### src/rtl/truth_table_scanner_pkg.sv
// Shared definitions for the truth-table scanner: FSM state encoding and table width helpers.
package truth_table_scanner_pkg;

    typedef enum logic [1:0] {
        IDLE   = 2'd0,
        HOLD   = 2'd1,
        FINISH = 2'd2
    } scan_state_t;

    localparam int N_IN_DEFAULT = 3;
    localparam int TT_W_DEFAULT = 2 ** N_IN_DEFAULT;

    function automatic int tt_width(input int n);
        return 1 << n;
    endfunction

endpackage

### src/rtl/truth_table_scanner_if.sv
// Scan bus between the scanner (master) and its client / logic under scan (slave).
// The checker signals exist only when SCAN_CHECK_EN is defined.
interface truth_table_scanner_if #(
    parameter int N_IN = 3
);
    import truth_table_scanner_pkg::*;

    localparam int TT_W = tt_width(N_IN);

    logic                start;
    logic [N_IN-1:0]     x;
    logic                y;
    logic                busy;
    logic                done;
    logic [TT_W-1:0]     table_out;
    logic [N_IN:0]       ones_count;
`ifdef SCAN_CHECK_EN
    logic [TT_W-1:0]     expected;
    logic                mismatch;
    logic [N_IN-1:0]     err_idx;
`endif

    modport master (
        input  start,
        input  y,
        output x,
        output busy,
        output done,
        output table_out,
`ifdef SCAN_CHECK_EN
        input  expected,
        output mismatch,
        output err_idx,
`endif
        output ones_count
    );

    modport slave (
        output start,
        output y,
        input  x,
        input  busy,
        input  done,
        input  table_out,
`ifdef SCAN_CHECK_EN
        output expected,
        input  mismatch,
        input  err_idx,
`endif
        input  ones_count
    );

endinterface

### src/rtl/truth_table_scanner_popcount_tt.sv
// Combinational count of the set bits in a truth-table word.
module popcount_tt #(
    parameter int W  = 8,
    parameter int CW = $clog2(W + 1)
) (
    input  logic [W-1:0]  word,
    output logic [CW-1:0] count
);

    always_comb begin
        count = '0;
        for (int i = 0; i < W; i++) begin
            count = count + CW'(word[i]);
        end
    end

endmodule

### src/rtl/truth_table_scanner.sv
// Self-timed exhaustive scan of an N_IN-input combinational block, capturing its truth table
// and ones count. Define SCAN_CHECK_EN to add the expected-table comparison (mismatch/err_idx).
module truth_table_scanner
    import truth_table_scanner_pkg::*;
#(
    parameter int N_IN   = 3,
    parameter int SETTLE = 1
) (
    input  logic                   clk,
    input  logic                   rst,
    truth_table_scanner_if.master  bus
);

    localparam int TT_W = tt_width(N_IN);
    localparam int CW   = (SETTLE > 0) ? $clog2(SETTLE + 1) : 1;
    localparam logic [N_IN-1:0] IDX_LAST   = '1;
    localparam logic [CW-1:0]   SETTLE_LD  = CW'(SETTLE);

    scan_state_t       state_reg, state_next;
    logic [N_IN-1:0]   idx_reg, idx_next;
    logic [CW-1:0]     cnt_reg, cnt_next;
    logic              busy_reg, busy_next;
    logic              done_reg, done_next;
    logic [TT_W-1:0]   table_reg, table_next;
    logic [N_IN:0]     ones_reg, ones_next;
    logic [TT_W-1:0]   table_sampled;
    logic [N_IN:0]     pc_count;
`ifdef SCAN_CHECK_EN
    logic [TT_W-1:0]   exp_reg, exp_next;
    logic              mismatch_reg, mismatch_next;
    logic [N_IN-1:0]   err_idx_reg, err_idx_next;
`endif

    // Table as it will look after the current sample, so the final popcount includes the last bit.
    always_comb begin
        table_sampled          = table_reg;
        table_sampled[idx_reg] = bus.y;
    end

    popcount_tt #(
        .W  (TT_W),
        .CW (N_IN + 1)
    ) u_popcount (
        .word  (table_sampled),
        .count (pc_count)
    );

    always_ff @(posedge clk) begin
        if (rst) begin
            state_reg    <= IDLE;
            idx_reg      <= '0;
            cnt_reg      <= '0;
            busy_reg     <= 1'b0;
            done_reg     <= 1'b0;
            table_reg    <= '0;
            ones_reg     <= '0;
`ifdef SCAN_CHECK_EN
            exp_reg      <= '0;
            mismatch_reg <= 1'b0;
            err_idx_reg  <= '0;
`endif
        end else begin
            state_reg    <= state_next;
            idx_reg      <= idx_next;
            cnt_reg      <= cnt_next;
            busy_reg     <= busy_next;
            done_reg     <= done_next;
            table_reg    <= table_next;
            ones_reg     <= ones_next;
`ifdef SCAN_CHECK_EN
            exp_reg      <= exp_next;
            mismatch_reg <= mismatch_next;
            err_idx_reg  <= err_idx_next;
`endif
        end
    end

    always_comb begin
        state_next    = state_reg;
        idx_next      = idx_reg;
        cnt_next      = cnt_reg;
        busy_next     = busy_reg;
        done_next     = 1'b0;
        table_next    = table_reg;
        ones_next     = ones_reg;
`ifdef SCAN_CHECK_EN
        exp_next      = exp_reg;
        mismatch_next = mismatch_reg;
        err_idx_next  = err_idx_reg;
`endif
        case (state_reg)
            IDLE: begin
                if (bus.start) begin
                    table_next    = '0;
                    ones_next     = '0;
                    idx_next      = '0;
                    cnt_next      = SETTLE_LD;
                    busy_next     = 1'b1;
                    state_next    = HOLD;
`ifdef SCAN_CHECK_EN
                    exp_next      = bus.expected;
                    mismatch_next = 1'b0;
                    err_idx_next  = '0;
`endif
                end
            end
            HOLD: begin
                if (cnt_reg != '0) begin
                    cnt_next = cnt_reg - CW'(1);
                end else begin
                    table_next = table_sampled;
`ifdef SCAN_CHECK_EN
                    // Only the first disagreement is recorded.
                    if (!mismatch_reg && (bus.y != exp_reg[idx_reg])) begin
                        mismatch_next = 1'b1;
                        err_idx_next  = idx_reg;
                    end
`endif
                    if (idx_reg == IDX_LAST) begin
                        state_next = FINISH;
                        busy_next  = 1'b0;
                        done_next  = 1'b1;
                        ones_next  = pc_count;
                    end else begin
                        idx_next = idx_reg + 1'b1;
                        cnt_next = SETTLE_LD;
                    end
                end
            end
            FINISH: begin
                state_next = IDLE;
            end
            default: begin
                state_next = IDLE;
            end
        endcase
    end

    // The driven vector is the scan index itself; it holds all ones after a scan.
    assign bus.x          = idx_reg;
    assign bus.busy       = busy_reg;
    assign bus.done       = done_reg;
    assign bus.table_out  = table_reg;
    assign bus.ones_count = ones_reg;
`ifdef SCAN_CHECK_EN
    assign bus.mismatch   = mismatch_reg;
    assign bus.err_idx    = err_idx_reg;
`endif

endmodule

### src/flat_wrapper.sv
// flat-port wrapper written by rule: the top's interface ports become plain ports
module truth_table_scanner_flat import truth_table_scanner_pkg::*;
#(
    parameter int N_IN   = 3,
    parameter int SETTLE = 1
)
  (clk, rst, bus_start, bus_y, bus_x, bus_busy, bus_done, bus_table_out, bus_ones_count);
  truth_table_scanner_if #(.N_IN(N_IN)) bus_i ();
  input  logic clk;
  input  logic rst;
  input wire logic [$bits(bus_i.start)-1:0] bus_start;
  input wire logic [$bits(bus_i.y)-1:0] bus_y;
  output wire logic [$bits(bus_i.x)-1:0] bus_x;
  output wire logic [$bits(bus_i.busy)-1:0] bus_busy;
  output wire logic [$bits(bus_i.done)-1:0] bus_done;
  output wire logic [$bits(bus_i.table_out)-1:0] bus_table_out;
  output wire logic [$bits(bus_i.ones_count)-1:0] bus_ones_count;
  assign bus_i.start = bus_start;
  assign bus_i.y = bus_y;
  assign bus_x = bus_i.x;
  assign bus_busy = bus_i.busy;
  assign bus_done = bus_i.done;
  assign bus_table_out = bus_i.table_out;
  assign bus_ones_count = bus_i.ones_count;
  truth_table_scanner #(.N_IN(N_IN), .SETTLE(SETTLE)) u_core (.clk(clk), .rst(rst), .bus(bus_i));
endmodule
### config.mk
export PLATFORM = sky130hd
export DESIGN_NAME = truth_table_scanner_flat
export DESIGN_NICKNAME = d
export VERILOG_FILES = /design/src/rtl/truth_table_scanner_pkg.sv /design/src/rtl/truth_table_scanner_if.sv /design/src/rtl/truth_table_scanner_popcount_tt.sv /design/src/rtl/truth_table_scanner.sv /design/src/flat_wrapper.sv
export SDC_FILE = /design/constraint.sdc
export NUM_CORES = 1
export LEC_CHECK = 0
export CAP_MARGIN = 20
export CORE_ASPECT_RATIO = 0.7
export CORE_UTILIZATION = 25
export DETAILED_ROUTE_END_ITERATION = 10
export HOLD_SLACK_MARGIN = 0.02
export SYNTH_ARGS = -nofsm -noshare
export SYNTH_HDL_FRONTEND = slang
export SYNTH_HIERARCHICAL = 1
export SYNTH_SLANG_ARGS = --single-unit
### constraint.sdc
create_clock -name clk -period 3.9 [get_ports clk]
set_clock_uncertainty 0.1 [all_clocks]
set_input_delay 0.585 -clock clk [delete_from_list [all_inputs] [get_ports clk]]
set_output_delay 0.585 -clock clk [all_outputs]
set_load 0.01 [all_outputs]
Word-level counts from Yosys, hierarchy flattened
Index checks and enable logic that the tools add are counted.
- latch bits: 0
- bits in writable memories: 0
- bits in registers: 20
- ROM bits: 0
- output and inout bits: 17
- memories: 0
- add/sub/neg operators: 9
- reduce and logical (&&, ||, !) cells: 9
- $lt $le $gt $ge: 2
- bitwise gates (word level): 1
- equal/unequal tests: 6
- muxes and demuxes: 26
- $mul: 0
- shift-type cells: 0
- divide/modulo/power cells: 0
- operators with widths (cell ; count):
    4-bit by 1-bit adder with 4-bit output ; 4
    8-bit 2-to-1 mux ; 2
    8-bit one-hot mux with 2 select lines ; 1
    4-bit 2-to-1 mux ; 3
    3-bit 2-to-1 mux ; 3
    8-bit bitwise mux ; 1
    4-bit one-hot mux with 2 select lines ; 1
    4-bit AND reduction ; 2
    1-bit 2-to-1 mux ; 7
    2-bit 2-to-1 mux ; 3
    2-bit != test, second input constant ; 3
    3-bit one-hot mux with 2 select lines ; 1
    3-bit AND reduction ; 2
    3-bit by 1-bit adder with 4-bit output ; 1
    3-bit by 4-bit less-than comparator with 1-bit output, second input constant ; 1
    1-bit one-hot mux with 2 select lines ; 2
    2-bit one-hot mux with 2 select lines ; 1
    2-bit by 1-bit adder with 3-bit output ; 1
    3-bit by 1-bit adder with 3-bit output, second input constant ; 1
    1-bit demux with 3-bit select ; 1
    3-bit equality test, second input constant ; 1
    3-bit by 1-bit >= comparator with 1-bit output, second input constant ; 1
    3-bit OR reduction ; 1
    1-bit by 1-bit adder with 2-bit output ; 1
    other kinds (8) ; 8

Logic depth before layout (Yosys ltp)
- word-level depth: 15
- depth in mapped cells: 13
- mapped depth without buffers: 12

By module
Netlist, hierarchy kept.
- by module, submodules not included (module ; area an instance (um2) ; cells each ; seq. area each (um2) ; times used):
    truth_table_scanner ; 978.4 ; 109 ; 400.4 ; 1
    popcount_tt ; 190.2 ; 24 ; 0.0 ; 1

Worst setup path before layout
No wires, ideal clock.
- kind: register to register
- start: register u_core.idx_reg[0], in the netlist u_core/bus.x[0]
- end: register u_core.ones_reg[2], in the netlist u_core/bus.ones_count[2]
- setup slack: 56 ps
- path buffers: 1
- data required time: 3683 ps
- stages on the path, launching flop included: 14
- arrival time: 3627 ps
- clock period less this slack: 3844 ps
- cells stage by stage: dfxtp_1 clkbuf_1 nor3b_1 mux2_2 inv_1 fa_1 fa_1 fa_1 inv_1 ha_1 inv_1 fa_1 xnor2_1 a22o_1
- word-level cells in the longest chain between the ends: 15
- elaborated cells between the ends (all ways): 19
- ends and longest elaborated chain (element ; line ; RTL):
    start: declaration ; truth_table_scanner.sv:20 ; logic [N_IN-1:0] idx_reg, idx_next;
    start signal: assignment ; truth_table_scanner.sv:64 ; idx_reg <= idx_next;
    3-bit by 4-bit less-than comparator with 1-bit output (not written as such) or 3-bit by 1-bit >= comparator with 1-bit output (tied branches) ; truth_table_scanner.sv:37 ; table_sampled[idx_reg] = bus.y;
    1-bit logical AND (not written as such) ; truth_table_scanner.sv:37 ;
    1-bit 2-to-1 mux (not written as such) ; truth_table_scanner.sv:37 ;
    1-bit demux with 3-bit select (*) ; - ;
    8-bit bitwise mux (*) ; truth_table_scanner.sv:37 ;
    net u_core.table_sampled[1] ; truth_table_scanner.sv:26 ; logic [TT_W-1:0] table_sampled;
    1-bit by 1-bit adder with 2-bit output (*) ; truth_table_scanner_popcount_tt.sv:13 ; count = count + CW'(word[i]);
    2-bit by 1-bit adder with 3-bit output (*) ; truth_table_scanner_popcount_tt.sv:13 ;
    3-bit by 1-bit adder with 4-bit output (*) ; truth_table_scanner_popcount_tt.sv:13 ;
    4-bit by 1-bit adder with 4-bit output (*) (4 in series) ; truth_table_scanner_popcount_tt.sv:13 ;
    net u_core.pc_count[2] ; truth_table_scanner.sv:27 ; logic [N_IN:0] pc_count;
    4-bit 2-to-1 mux (*) ; truth_table_scanner.sv:119 ; if (idx_reg == IDX_LAST) begin
    4-bit 2-to-1 mux (*) ; truth_table_scanner.sv:108 ; if (cnt_reg != '0) begin
    4-bit one-hot mux with 2 select lines (*) ; truth_table_scanner.sv:91 ; case (state_reg)
    end signal: assignment ; truth_table_scanner.sv:69 ; ones_reg <= ones_next;
    end: declaration ; truth_table_scanner.sv:25 ; logic [N_IN:0] ones_reg, ones_next;
The timed path passes the listed nets; every way through them passes the cells marked *. The select of a mux whose other input is x is not followed.
A chain may end at the register's enable or synchronous reset.

Final worst setup path
- start: register u_core.idx_reg[0], in the netlist u_core/bus.x[0]
- end: register u_core.ones_reg[2], in the netlist u_core/bus.ones_count[2]
- elaborated cells between the ends (all ways): 19
- RTL lines (element ; line):
    3-bit by 4-bit less-than comparator with 1-bit output (not written as such) or 3-bit by 1-bit >= comparator with 1-bit output (tied branches) ; truth_table_scanner.sv:37
    1-bit logical AND (not written as such) ; truth_table_scanner.sv:37
    1-bit 2-to-1 mux (not written as such) ; truth_table_scanner.sv:37
    1-bit demux with 3-bit select (*) ; -
    8-bit bitwise mux (*) ; truth_table_scanner.sv:37
    net u_core.table_sampled[3] ; truth_table_scanner.sv:26
    3-bit by 1-bit adder with 4-bit output (*) ; truth_table_scanner_popcount_tt.sv:13
    4-bit by 1-bit adder with 4-bit output (*) (4 in series) ; truth_table_scanner_popcount_tt.sv:13
    net u_core.pc_count[2] ; truth_table_scanner.sv:27
    4-bit 2-to-1 mux (*) ; truth_table_scanner.sv:119
    4-bit 2-to-1 mux (*) ; truth_table_scanner.sv:108
    4-bit one-hot mux with 2 select lines (*) ; truth_table_scanner.sv:91
Marks and branches as above.

==> summary.txt <==
Adder-Cell Fraction of Synth Area: 12.2%
# hold bufs at CTS: 0
Nets: 170
clock-pin slew on the worst setup and hold paths: 80 ps
Comb pwr share: 14.8%
core area: 0.00440 sq mm
post-synthesis mux area share: 7.71%
status: completed
# setup viols final: 0
Post-Syn Area: 0.00117 sq mm
Post-synth top flop: dfxtp_1
ratio of cells with drive above 1 in the final layout: 16.1%
Fin. Hold Viols: 0
LEAKAGE: 0.620 nW
most common cell in the synthesized netlist: dfxtp_1
top cell family by delay on the critical path: adder cells
Area growth, synth to finish: 28.1%
CTS root buffer: clkbuf_8
# resized after CTS: 0
share of the yosys chip area belonging to registers: 34.3%
Synth area leader: dfxtp_1
Max-slew headroom: 54.7%
fmax: 269 MHz
H-Tree Depth: 1
WP data required: 3950 ps
TritonRoute pass-1 iters: 4
Setup crit start kind: register
Yosys top cell area share: 34.3%
crit path DAT: 3770 ps
Syn Nets: 146
Die X: 83.7 microns
drt wl/cell: 12.1 microns
die area: 0.00496 sq mm
antenna cells: 0
CTS tree: done
post-route ant nets: 0
switching pwr: 0.000105 W
drt initial violations: 53
Yosys cell types: 29
Max Slew Vio Count: 0
Sw Ratio: 25.6%
total number of vias: 943
Worst-Skew Late Latency: 250 ps
Synth Area in Compound Gates: 17.0%
MaxCap Viol Count: 0
Synth area leaders: dfxtp_1 34%, mux2_2 7.7%, fa_1 6.9%, inv_1 5.5%, ha_1 5.4%
Max FO, Critical Path: 7
DRC violation count after routing: 0
Reg power frac: 52.1%
FP Rows: 20
CTS Sinks: 20
Final Cycle Share: 95.4%
ys async rst share: 0%
vias in the first global route: 878
syn_area_per_cell: 8.79 sq um
DP Wirelength: 1900 microns
largest net degree at the start of global routing: 17
Tot Pwr: 0.000412 W
flops & latches, synth: 20
Ys Warns: 6
worst slew pin tran: 677 ps
Post-Syn Instances: 133
die height: 59.2 microns
GRT overflow: 0
Max clock buf depth: 2
WS Path Type: register to register
RSZ-0062 raised after global routing: no
Commonest cells post-synth: 20 x dfxtp_1, 17 x inv_1, 12 x a21oi_1
Clock power frac: 33.1%
total CTS buffers: 3
number of synthesized flops with an enable pin: 0
post-synthesis xor/xnor area fraction: 0.749%
GP Congestion: 0.722
GR Util All Layers: 10.9%
average vias per placed instance: 4.49
DRT Wirelength: 2550 microns
max FFs per register: 8
Post-CTS Setup Inserts: 0
CP endpoint kind: register
Crit-path slowest cell: fa_1
first-pass GRT wire length: 4250 microns
crit-path cells: buf_4 -> and3b_1 -> mux2_2 -> inv_1 -> fa_1 -> fa_1 -> fa_1 -> inv_1 -> ha_1 -> inv_1 -> fa_1 -> xnor2_1 -> a22o_1
I/O Buffers: 20
Internal Pwr Total: 0.000306 W
antenna violations before repair: 0
CP bufs+invs: 4
Ports: 21
critical path's most frequent cell: fa_1
Power Density: 275 mW/mm^2
post-synthesis simple-gate area fraction: 19.1%
hold_ws: 375 ps
slowest cell delay on critical path: 530 ps
fin crit period: 3720 ps
main combinational cell family by area after synthesis: simple AND/OR/NAND/NOR gates
Initial Utilization: 26.5%
Peak VDD IR: 0.126 mV
worst min path class: register to register
[path summary, 6_finish.rpt]
check	start	end	slack (ps)	cells past startpoint
max	u_core/bus.x[0]$_SDFFE_PP0P_	u_core/bus.ones_count[2]$_SDFFE_PP0P_	180	13
min reg2reg	u_core/bus.ones_count[0]$_SDFFE_PP0P_	u_core/bus.ones_count[0]$_SDFFE_PP0P_	370	1
min	u_core/bus.ones_count[0]$_SDFFE_PP0P_	u_core/bus.ones_count[0]$_SDFFE_PP0P_	370	1
max reg2reg	u_core/bus.x[0]$_SDFFE_PP0P_	u_core/bus.ones_count[2]$_SDFFE_PP0P_	180	13
[stage by stage]
stage / setup TNS (ps) / setup WS [ps] / utilization [%] / cells / instance area [sq um]
6_report: 0 / 179 / 34.0 / 210 / 1500
5_1_grt: 0 / 2.10 / 34.0 / 210 / 1500
4_1_cts: 0 / 106 / 33.7 / 210 / 1480
3_5_place_dp: -160 / -83.9 / 32.7 / 207 / 1440
3_3_place_gp: -116 / -60.4 / 32.7 / 207 / 1440
2_1_floorplan: 0 / 55.8 / - / 133 / 1170
[logic make-up (layout without fill, tap and decap cells)]
logic type	count (synthesis)	after routing
simple gates	39	39
compound gates	32	32
buf+inv	24	46
flops	20	20
fa+ha+maj	9	9
mux	8	8
xor+xnor	1	1
[metal layers]
metal,GRT usage (%),wire length [microns],vias up
met5,0,0,-
met4,0.726,4,0
met3,4.32,105,2
met2,14.9,940,16
met1,16.6,1500,431
li1,-,-,494
[placed cells by master, fill, tap and decap left out, types with 4 or more instances in the layout]
cell type | synthesis | final
clkdlybuf4s50_1 | 0 | 20
inv_1 | 17 | 17
dfxtp_1 | 20 | 17
a21oi_1 | 12 | 12
o21ai_0 | 10 | 10
nor2_1 | 10 | 10
nand2_1 | 9 | 9
mux2_2 | 8 | 8
buf_4 | 0 | 6
a22o_1 | 6 | 6
ha_1 | 5 | 5
fa_1 | 4 | 4
[power groups by stage]
stage / Sequential [W] / Combinational (W) / Clock (W)
5_1_grt: 0.000215 / 0.0000678 / 0.000148
6_report: 0.000214 / 0.0000609 / 0.000136
3_5_place_dp: 0.000218 / 0.0000604 / 0
4_1_cts: 0.000214 / 0.0000608 / 0.000141
3_3_place_gp: 0.000218 / 0.0000594 / 0
2_1_floorplan: 0.000218 / 0.0000408 / 0
[cell type report]
cell class                 instances  area [sq um]
inverter                          17          63.8
clock buffer                       3          41.3
tap                               55          68.8
multi-input combinational         89           673
fill                             455          2910
timing repair buffer              26           245
sequential                        20           404
No activity file was read; power rests on OpenSTA's default activity.
